$ cat config.mk
export PLATFORM = sky130hd
export DESIGN_NAME = pegroup_driver
export DESIGN_NICKNAME = d
export VERILOG_FILES = /design/src/rtl/pegroup_driver.sv
export SDC_FILE = /design/constraint.sdc
export NUM_CORES = 1
export LEC_CHECK = 0
export ABC_AREA = 1
export CORE_ASPECT_RATIO = 1.1
export CORE_MARGIN = 1.5
export CORE_UTILIZATION = 40
export CTS_BUF_LIST = sky130_fd_sc_hd__clkbuf_16
export DETAILED_ROUTE_END_ITERATION = 7
export PLACE_DENSITY = 0.81
export SLEW_MARGIN = 20
export SYNTH_ARGS = -nofsm -noshare
export SYNTH_HDL_FRONTEND = slang
export SYNTH_SLANG_ARGS = --single-unit
$ cat constraint.sdc
create_clock -name clk -period 1.32 [get_ports clk]
set_input_delay 0.264 -clock clk [delete_from_list [all_inputs] [get_ports clk]]
set_output_delay 0.264 -clock clk [all_outputs]
set_load 0.01 [all_outputs]
$ cat src/rtl/pegroup_driver.sv
// Tap sequencer for a group of Para_Deg MAC lanes: issues Kernel_Len taps per window,
// waits out the PE latency and returns the lane results. Define PEGROUP_DRIVER_RELU_EN
// to clamp negative lane results to zero on capture.
`timescale 1ns/1ps
module pegroup_driver #(
   parameter int unsigned Data_Width = 8,
   parameter int unsigned Para_Deg   = 3,
   parameter int unsigned Kernel_Len = 3,
   parameter int unsigned PE_Latency = 1
) (
   input  logic                               clk,
   input  logic                               reset,
   input  logic                               in_valid,
   output logic                               in_ready,
   input  logic [Para_Deg*Data_Width-1:0]     in_data0,
   input  logic [Para_Deg*Data_Width-1:0]     in_data1,
   input  logic [Para_Deg*2*Data_Width-1:0]   in_bias,
   output logic [Para_Deg*Data_Width-1:0]     pe_data0,
   output logic [Para_Deg*Data_Width-1:0]     pe_data1,
   output logic                               pe_init,
   output logic [Para_Deg*2*Data_Width-1:0]   pe_old_output,
   input  logic [Para_Deg*2*Data_Width-1:0]   pe_result,
   output logic                               out_valid,
   input  logic                               out_ready,
   output logic [Para_Deg*2*Data_Width-1:0]   out_data
);

   localparam int unsigned ACC_W  = 2 * Data_Width;
   localparam int unsigned DATA_W = Para_Deg * Data_Width;
   localparam int unsigned RES_W  = Para_Deg * ACC_W;
   localparam int unsigned CNT_W  = (Kernel_Len > 1) ? $clog2(Kernel_Len) : 1;
   localparam int unsigned DRN_W  = $clog2(PE_Latency + 1);

   localparam logic [CNT_W-1:0] LAST_TAP = CNT_W'(Kernel_Len - 1);
   localparam logic [DRN_W-1:0] LAT_CNT  = DRN_W'(PE_Latency);

   typedef enum logic [1:0] {
      IDLE  = 2'd0,
      RUN   = 2'd1,
      DRAIN = 2'd2,
      HOLD  = 2'd3
   } state_e;

   state_e              state_q,    state_d;
   logic [CNT_W-1:0]    tap_cnt_q,  tap_cnt_d;
   logic [DRN_W-1:0]    drn_cnt_q,  drn_cnt_d;
   logic [DATA_W-1:0]   pe_data0_q, pe_data0_d;
   logic [DATA_W-1:0]   pe_data1_q, pe_data1_d;
   logic                pe_init_q,  pe_init_d;
   logic [RES_W-1:0]    pe_old_q,   pe_old_d;
   logic                out_valid_q, out_valid_d;
   logic [RES_W-1:0]    out_data_q, out_data_d;
   logic                in_ready_q, in_ready_d;

   logic                accept_c;
   logic [RES_W-1:0]    capture_c;
   logic [ACC_W-1:0]    lane_c;

   // Per-lane capture value; lanes are sliced independently so nothing carries across.
   always_comb begin
      capture_c = '0;
      lane_c    = '0;
      for (int l = 0; l < Para_Deg; l++) begin
         lane_c = pe_result[l*ACC_W +: ACC_W];
`ifdef PEGROUP_DRIVER_RELU_EN
         if (lane_c[ACC_W-1]) lane_c = '0;
`endif
         capture_c[l*ACC_W +: ACC_W] = lane_c;
      end
   end

   always_ff @(posedge clk or negedge reset) begin
      if (!reset) begin
         state_q     <= IDLE;
         tap_cnt_q   <= '0;
         drn_cnt_q   <= '0;
         pe_data0_q  <= '0;
         pe_data1_q  <= '0;
         pe_init_q   <= 1'b0;
         pe_old_q    <= '0;
         out_valid_q <= 1'b0;
         out_data_q  <= '0;
         in_ready_q  <= 1'b0;
      end else begin
         state_q     <= state_d;
         tap_cnt_q   <= tap_cnt_d;
         drn_cnt_q   <= drn_cnt_d;
         pe_data0_q  <= pe_data0_d;
         pe_data1_q  <= pe_data1_d;
         pe_init_q   <= pe_init_d;
         pe_old_q    <= pe_old_d;
         out_valid_q <= out_valid_d;
         out_data_q  <= out_data_d;
         in_ready_q  <= in_ready_d;
      end
   end

   // Next state; pe_data/pe_init fall to zero on any cycle without an accepted tap.
   always_comb begin
      state_d     = state_q;
      tap_cnt_d   = tap_cnt_q;
      drn_cnt_d   = drn_cnt_q;
      pe_data0_d  = '0;
      pe_data1_d  = '0;
      pe_init_d   = 1'b0;
      pe_old_d    = pe_old_q;
      out_valid_d = out_valid_q;
      out_data_d  = out_data_q;
      accept_c    = in_valid && in_ready_q;

      case (state_q)
         IDLE, RUN: begin
            if (accept_c) begin
               pe_data0_d = in_data0;
               pe_data1_d = in_data1;
               if (tap_cnt_q == '0) begin
                  pe_init_d = 1'b1;
                  pe_old_d  = in_bias;
               end
               if (tap_cnt_q == LAST_TAP) begin
                  tap_cnt_d = '0;
                  drn_cnt_d = '0;
                  state_d   = DRAIN;
               end else begin
                  tap_cnt_d = tap_cnt_q + CNT_W'(1);
                  state_d   = RUN;
               end
            end
         end
         DRAIN: begin
            if (drn_cnt_q == LAT_CNT) begin
               out_data_d  = capture_c;
               out_valid_d = 1'b1;
               state_d     = HOLD;
            end else begin
               drn_cnt_d = drn_cnt_q + DRN_W'(1);
            end
         end
         HOLD: begin
            if (out_ready) begin
               out_valid_d = 1'b0;
               state_d     = IDLE;
            end
         end
         default: state_d = IDLE;
      endcase

      // Registered ready tracks the state being entered, so it is low during reset.
      in_ready_d = (state_d == IDLE) || (state_d == RUN);
   end

   assign in_ready      = in_ready_q;
   assign pe_data0      = pe_data0_q;
   assign pe_data1      = pe_data1_q;
   assign pe_init       = pe_init_q;
   assign pe_old_output = pe_old_q;
   assign out_valid     = out_valid_q;
   assign out_data      = out_data_q;

endmodule

# [Word-level counts from Yosys, hierarchy flattened]
# Cells that the tools add are included.
[word_totals] reg_bits=152 in_bits=148 elab_cells=54
[classes] add_sub_neg=2 eq_ne=9 n_mux=20 reduce_logical=13
[op_table] cell="$mux W24" count=4
[op_table] cell="$mux W2" count=5
[op_table] cell="$reduce_and A3 Y1" count=3
[op_table] cell="$mux W1" count=8
[op_table] cell="$ne A2 B2 Y1 const B" count=4
[op_table] cell="$eq A2 B2 Y1 const B" count=3
[op_table] cell="$logic_not A2 Y1" count=3
[op_table] cell="$pmux W2 S3" count=1
[op_table] cell="$eq A2 B1 Y1 const B" count=2
[op_table] cell="$pmux W1 S2" count=2
[op_table] cell="$reduce_and A2 Y1" count=2
[op_table] cell="$reduce_bool A2 Y1" count=2
[op_table] cell="$add A2 B1 Y2 const B" count=1
[op_table] cell="$reduce_or A2 Y1" count=1
[op_table] cell="$add A1 B1 Y1 const B" count=1
[op_table] cell="$logic_and A1 B1 Y1" count=1
[op_table] cell="$logic_or A1 B1 Y1" count=1

# [Logic depth before layout (Yosys ltp)]
# Gate-level depths: netlist (run 1).
[depth] word_depth=6 depth_mapped=6 mapped_depth_nobuf=5

# [Worst setup path after synthesis (run 1)]
# No wires, ideal clock.
[synth_path] kind="register -> register" from="register with a tool-made name" to="register out_data_q[28] (netlist: out_data[28])" arrival_ns=1.052 t_required_ns=1.189 slack_ns=0.137 path_stages_with_launch=7 path_buffers=2 path_cell_list="dfrtp_1 > inv_1 > nand3_4 > buf_2 > buf_2 > nand2_1 > o21ai_0"
[synth_rtl] element="end signal: assignment" line="93" rtl="out_data_q <= out_data_d;"
[synth_rtl] element="end: declaration" line="52" rtl="logic [RES_W-1:0] out_data_q, out_data_d;"

# [Final worst setup path (run 1)]
[layout_path] from="register pe_old_q[16] (netlist: pe_old_output[16])" to="output port pe_old_output[16]"
[layout_rtl] element="start: declaration" line="50" rtl="logic [RES_W-1:0] pe_old_q, pe_old_d;"
[layout_rtl] element="start signal: assignment" line="91" rtl="pe_old_q <= pe_old_d;"
[layout_rtl] element="end: declaration" line="21" rtl="output logic [Para_Deg*2*Data_Width-1:0] pe_old_output,"
# No word-level cell between the ends.

==> metrics.log, run 1 <==
[metrics] status: completed
[metrics] measured slew at the worst slew-check pin: between 0.3 and 0.4 ns
[metrics] Gate Count Post-Synth: around 600
[metrics] fraction of synthesized cell area taken by the top area cell type: around two thirds
[metrics] antenna violations before repair: 0
[metrics] setup slack, reg-to-reg: ~0.050 ns
[metrics] Top-Level Pins: between 200 and 300
[metrics] Area after DPL: 0.008950 mm²
[metrics] final cell count without fillers: around 1,100
[metrics] count of port buffers added during placement: 294
[metrics] area leader, netlist: sky130_fd_sc_hd__dfrtp_1
[metrics] sequential-to-total area share from yosys stat: between 60% and 70%
[metrics] Synth Net Count: between 700 and 800
[metrics] ratio of total power to cell area: approximately 2200 mW/mm²
[metrics] Final Hold Violating Endpoints: 0
[metrics] Post-Route WL: between 15 and 20 mm
[metrics] dominant synthesized flop cell: sky130_fd_sc_hd__dfrtp_1
[metrics] TritonCTS clock tree: done
[metrics] total overflow reported by the global router: 0
[metrics] FFs w/ async S/R, synth: 100.0%
[metrics] Cell Area, Synth: 0.005664 mm²
[metrics] number of nets at the end of the flow: between 1,000 and 1,500
[metrics] maximum number of pins on one net before global-route repair: 58
[metrics] total area of multi-input combinational cells: 0.001358 mm²
[metrics] reported max-cap violation count: 0
[metrics] height of the chip: about 130 µm
[metrics] max-slew headroom at the worst pin: between 70% and 80%
[metrics] cell area after layout: approximately 0.0093 mm²
[metrics] post-detailed-placement half-perimeter wirelength: 11.88 mm
[metrics] FILL cells: approximately 1,100
[metrics] clock transition at the registers of the reported paths: 0.07 ns
[metrics] number of cells on the critical path: 1
[metrics] latest clock arrival within the worst-skew pair: between 0.4 and 0.5 ns
[metrics] Initial Utilization: between 40 and 50%
[metrics] synthesis warning total: 0
[metrics] number of sinks handled by clock tree synthesis: roughly 150
[metrics] number of rows created at floorplan: 45
[metrics] endpoint of the worst register-to-register path: pe_old_output[4]
[metrics] Leakage: 4.996 nW
[metrics] endpoint type of the worst setup path: output pin
[metrics] Cells after DPL: 1,069
[metrics] Min-Delay Path Class: in2async
[metrics] EDFF count, synth: 0
[metrics] gate family responsible for the most delay along the worst path: flip-flops
[metrics] timing endpoint of the critical path: pe_old_output[16]
[metrics] Post-Route Skew: between 0.007 and 0.008 ns
[metrics] final critical path time including I/O delays and setup: about 1.3 ns
[metrics] final setup violation count: 0
[metrics] Overall Power: 20.12 mW
[metrics] first-pass GRT wire length: 25.61 mm
[metrics] Max Fanout on Critical Path: 2
[metrics] FF+latch count, synth: about 150
[metrics] TritonCTS buffer count: 17
[metrics] Starting DRT DRC Count: ~240
[metrics] via count of the first global-routing pass: about 5,000
[metrics] ant diodes: 0
[metrics] share of cells above drive strength 1: 19.35%
[metrics] H-tree levels: 4
[metrics] total DRC errors in the routed layout: 0
[metrics] setup repair after global routing missed its margin: true
[metrics] critical path startpoint: pe_old_output[16]
[metrics] routed via count: ~5,000
[metrics] kind of launch point of the worst setup path: flip-flop
[metrics] Layout area overhead: 63.53%
[metrics] WS Path Type: reg2out
[metrics] gp weighted congestion: between 0.7 and 0.8
[metrics] total core area: around 0.014 mm²
[metrics] fin crit share: between 90 and 100%
[metrics] final total negative setup slack: 0 ns
[metrics] worst-case reg-to-reg path depth: 6
[metrics] largest buffer count on any clock path: 2
[metrics] top post-synthesis cells by count: sky130_fd_sc_hd__nand2_1, sky130_fd_sc_hd__dfrtp_1, sky130_fd_sc_hd__inv_1
[metrics] vias per cell: between 4 and 5
[metrics] RR Startpoint: in_ready
[metrics] Die X-Extent: between 100 and 150 µm
[metrics] number of distinct library cells after synthesis: 15
[metrics] Highest Clock Rate: 0.7714 GHz
[metrics] largest incremental delay on the critical path: approximately 0.38 ns
[metrics] CP bufs+invs: 1
[metrics] remaining antenna violation count: 0
[metrics] count of pins over their slew limit: 0
[metrics] CP required: between 1 and 1.5 ns
[metrics] routed len/inst: approximately 15 µm
[metrics] Syn Area/Cell: around 9.5 µm²
[metrics] Die Area: roughly 0.015 mm²
[metrics] GRT Total Usage: between 20 and 25%
[metrics] most frequently used cell type in the post-synthesis netlist: sky130_fd_sc_hd__nand2_1
[metrics] length of the first detailed-routing pass in iterations: 5
[metrics] arrival time worst endpoint: 1.03 ns
[metrics] FF/Latch Area: 0.003805 mm²
[metrics] Slowest cell on crit path: sky130_fd_sc_hd__dfrtp_1
[metrics] biggest area contributors in the synthesized netlist: sky130_fd_sc_hd__dfrtp_1, sky130_fd_sc_hd__nand2_1, sky130_fd_sc_hd__inv_1
[metrics] CTS Root Cell: sky130_fd_sc_hd__clkbuf_16
[metrics] peak ir drop on the vdd network: about 1300 µV
[metrics] final core utilization: 67.15%
[metrics] CP Cell Sequence: clkdlybuf4s15_2
kinds of logic after synthesis:
group | Yosys count | share of synthesized area [%]
AND/OR/NAND/NOR | 262 | 18.98
flip-flops | 152 | 67.15
buffers and inverters | 135 | 9.410
AO/OA/AOI/OAI | 50 | 4.462
worst min-delay path by stage:
stage,from,to,slack [ns],cells past startpoint
after floorplan,reset,async pin,-0.03,0
after global placement,reset,out_data[4],0.19,1
after detailed placement,reset,out_data[4],0.19,1
after CTS,reset,out_data[4],0.31,2
after global routing,reset,out_data[6],0.33,2
final,reset,out_data[4],0.33,2
per-layer routing:
layer / wire [µm] / global-route usage [%] / up-vias
met1: 6155 / 24.02 / 2332
met5: 0 / 0 / -
li1: - / - / 2428
met4: 406 / 9.613 / 0
met3: 1818 / 9.551 / 27
met2: 8487 / 40.48 / 235
per-stage QoR:
stage | hold WS [ns] | worst slack (ns)
floorplan | -0.03159 | 0.1366
finish | 0.3270 | 0.02364
global route | 0.3311 | -0.01593
CTS | 0.3142 | 0.0004432
global placement | 0.1900 | -0.2127
detailed placement | 0.1884 | -0.2725
final cells by class:
type                    count  share of cell area [%]
inverters                 105                   4.282
flip-flops and latches    152                   41.08
repair buffers            324                   30.18
clock inverters            15                   2.675
well taps                 188                   2.540
multi-input cells         312                   14.66
clock buffers              17                   4.593
cell usage in the layout, fill, tap and decap left out, drive strengths merged:
cell type / synthesis / layout
buf: 19 / 82
dlygate4sd3: 0 / 1
nand3b: 1 / 1
clkinv: 0 / 3
o21ai: 49 / 49
nand3: 54 / 54
inv: 105 / 110
dfrtp: 152 / 152
clkbuf: 11 / 66
bufinv: 0 / 6
clkdlybuf4s15: 0 / 46
a22oi: 1 / 1
clkinvlp: 0 / 1
nor2: 51 / 51
nand2: 156 / 156
clkdlybuf4s50: 0 / 146
report_power, final:
group	switching (mW)	leakage, nW	total, mW	internal (mW)
registers	0.983	1.92	7.48	6.50
clock network	1.97	0.328	5.53	3.56
logic	3.95	2.75	7.11	3.16
total	6.90	5.00	20.1	13.2
registers in the layout, indices dropped and copies added (netlist names), named ones only:
register and cells:
pe_data0 24, drn_cnt_q 1, tap_cnt_q 2, in_ready 1
out_data 48, out_valid 1, pe_data1 24, pe_old_output 48
pe_init 1
what timing repair did:
action / CTS / global route
hold endpoints to repair: 27 / 0
gates cloned: 0 / 1
buffers inserted: 3 / 7
pin swaps: 0 / 2
resized for setup: 377 / 87
hold buffers: 1 / 0
endpoints found under the setup margin: 147 / 87
No activity file was read; power rests on OpenSTA's default activity.
==> run 2: changes to the inputs <==
CAP_MARGIN = 10   (was not set)
CORE_UTILIZATION = 43   (was 40)
PLACE_DENSITY = 0.86   (was 0.81)
RECOVER_POWER = 25   (was not set)
clock period = 1.6 ns   (was 1.32 ns; I/O delays follow)
==> metrics.log, run 2 (synthesis results as in run 1) <==
[metrics] height of the chip: ~120 µm
[metrics] Layout area overhead: 63.04%
[metrics] TritonCTS clock tree: done
[metrics] Die X-Extent: roughly 110 µm
[metrics] CP Cell Sequence: dlygate4sd2_1
[metrics] largest incremental delay on the critical path: 0.40 ns
[metrics] number of sinks handled by clock tree synthesis: roughly 150
[metrics] endpoint type of the worst setup path: output pin
[metrics] first-pass GRT wire length: ~25 mm
[metrics] share of cells above drive strength 1: 4.835%
[metrics] number of setup buffers added after CTS: 0
[metrics] Starting DRT DRC Count: between 300 and 400
[metrics] CP required: 1.28 ns
[metrics] number of nets at the end of the flow: roughly 1,000
[metrics] maximum number of pins on one net before global-route repair: 76
[metrics] count of port buffers added during placement: ~290
[metrics] final setup violation count: 0
[metrics] reported max-cap violation count: 0
[metrics] length of the first detailed-routing pass in iterations: 8
[metrics] fin crit share: between 80% and 90%
[metrics] count of pins over their slew limit: 0
[metrics] commonest non-fill, non-tap cells in the layout: sky130_fd_sc_hd__nand2_1, sky130_fd_sc_hd__dfrtp_1, sky130_fd_sc_hd__clkdlybuf4s50_1
[metrics] total overflow reported by the global router: 0
[metrics] GRT Total Usage: between 20% and 30%
[metrics] latest clock arrival within the worst-skew pair: a little over 0.4 ns
[metrics] largest buffer count on any clock path: 2
[metrics] Final Hold Violating Endpoints: 0
[metrics] arrival time worst endpoint: roughly 1.1 ns
[metrics] vias per cell: about 4.7
[metrics] measured slew at the worst slew-check pin: 0.8224 ns
[metrics] Initial Utilization: around 44%
[metrics] Post-Route Skew: 0.004442 ns
[metrics] Die Area: approximately 0.014 mm²
[metrics] peak ir drop on the vdd network: between 800 and 900 µV
[metrics] ant diodes: 0
[metrics] Leakage: 5.166 nW
[metrics] setup repair after global routing missed its margin: false
[metrics] antenna violations before repair: 1
[metrics] CTS Root Cell: sky130_fd_sc_hd__clkbuf_16
[metrics] Highest Clock Rate: approximately 0.70 GHz
[metrics] violated checks: DRC
[metrics] most frequent standard cell in the layout excluding fill and tap cells: sky130_fd_sc_hd__nand2_1
[metrics] routed len/inst: 15.02 µm
[metrics] remaining antenna violation count: 0
[metrics] cell area after layout: around 0.0092 mm²
[metrics] clock transition at the registers of the reported paths: roughly 0.060 ns
[metrics] H-tree levels: 4
[metrics] post-detailed-placement half-perimeter wirelength: about 12 mm
[metrics] kind of launch point of the worst setup path: flip-flop
[metrics] WS Path Type: reg2out
[metrics] total DRC errors in the routed layout: 24
[metrics] Max Fanout on Critical Path: 1
[metrics] Slowest cell on crit path: sky130_fd_sc_hd__dfrtp_1
[metrics] Top-Level Pins: 295
[metrics] FILL cells: just under 1,000
[metrics] gate family responsible for the most delay along the worst path: flip-flops
[metrics] ratio of total power to cell area: around 1700 mW/mm²
[metrics] routed via count: around 5,000
[metrics] Area after DPL: between 0.008 and 0.009 mm²
[metrics] Overall Power: roughly 16 mW
[metrics] via count of the first global-routing pass: 5,154
[metrics] CP bufs+invs: 1
[metrics] final critical path time including I/O delays and setup: approximately 1.4 ns
[metrics] number of rows created at floorplan: 43
[metrics] Min-Delay Path Class: in2async
[metrics] worst-case setup slack after placement: -0.03294 ns
[metrics] TritonCTS buffer count: 17
[metrics] gp weighted congestion: about 0.77
[metrics] status: complete, but fails checks
[metrics] minimum setup slack in the final design: ~0.18 ns
[metrics] max-slew headroom at the worst pin: around 45%
[metrics] total core area: ~0.013 mm²
[metrics] Post-Route WL: about 16 mm
run 2: cell type report:
class	count	area, µm²	area share [%]
clock buffer	17	425.4	4.606
inverter	105	394.1	4.268
tap	157	196.4	2.127
sequential	152	3804	41.19
timing repair buffer	309	2958	32.03
multi-input combinational	312	1338	14.48
clock inverter	15	120.1	1.301
run 2: worst paths after layout:
kind / start / to / slack, ns / cells past startpoint
max: pe_data0[3] / pe_data0[3] / 0.18 / 1
min: reset / pe_data1[11] / 0.27 / 2
max reg2reg: flip-flop / pe_old_output[15] / 0.28 / 4
min reg2reg: pe_old_output[13] / pe_old_output[13] / 0.46 / 2
max in group asynchronous: reset / pe_old_output[11] / 0.27 / 3
min in group clk: in_data0[12] / pe_data0[12] / 0.42 / 3
run 2: power by group:
part | leakage [nW] | total, mW | switching (mW) | internal, mW
Combinational | 2.98 | 5.82 | 3.20 | 2.62
Clock | 0.274 | 3.70 | 1.46 | 2.24
Sequential | 1.92 | 6.06 | 0.704 | 5.36
run 2: what timing repair did:
item                       4_1_cts  5_1_grt
setup endpoints to repair      145        2
hold buffers                     1        0
resized for setup              145        2
hold endpoints to repair        33        0
run 2: per-stage QoR:
step / hold slack [ns] / utilization [%] / cells / setup TNS, ns
6_report: 0.2717 / 72.43 / 1067 / 0
5_1_grt: 0.2745 / 72.43 / 1067 / 0
3_5_place_dp: 0.1567 / 69.65 / 1034 / -0.2939
4_1_cts: 0.2737 / 72.58 / 1067 / 0
2_1_floorplan: 0.02441 / - / 599 / 0
3_3_place_gp: 0.1563 / 69.65 / 1034 / 0
run 2: metal layers:
| layer | GRT usage [%] | routed length [µm] |
|---|---|---|
| met1 | 25.41 | 5812 |
| met2 | 42.60 | 8197 |
| met3 | 9.461 | 1624 |
| met4 | 10.76 | 396 |
| met5 | 0 | 0 |
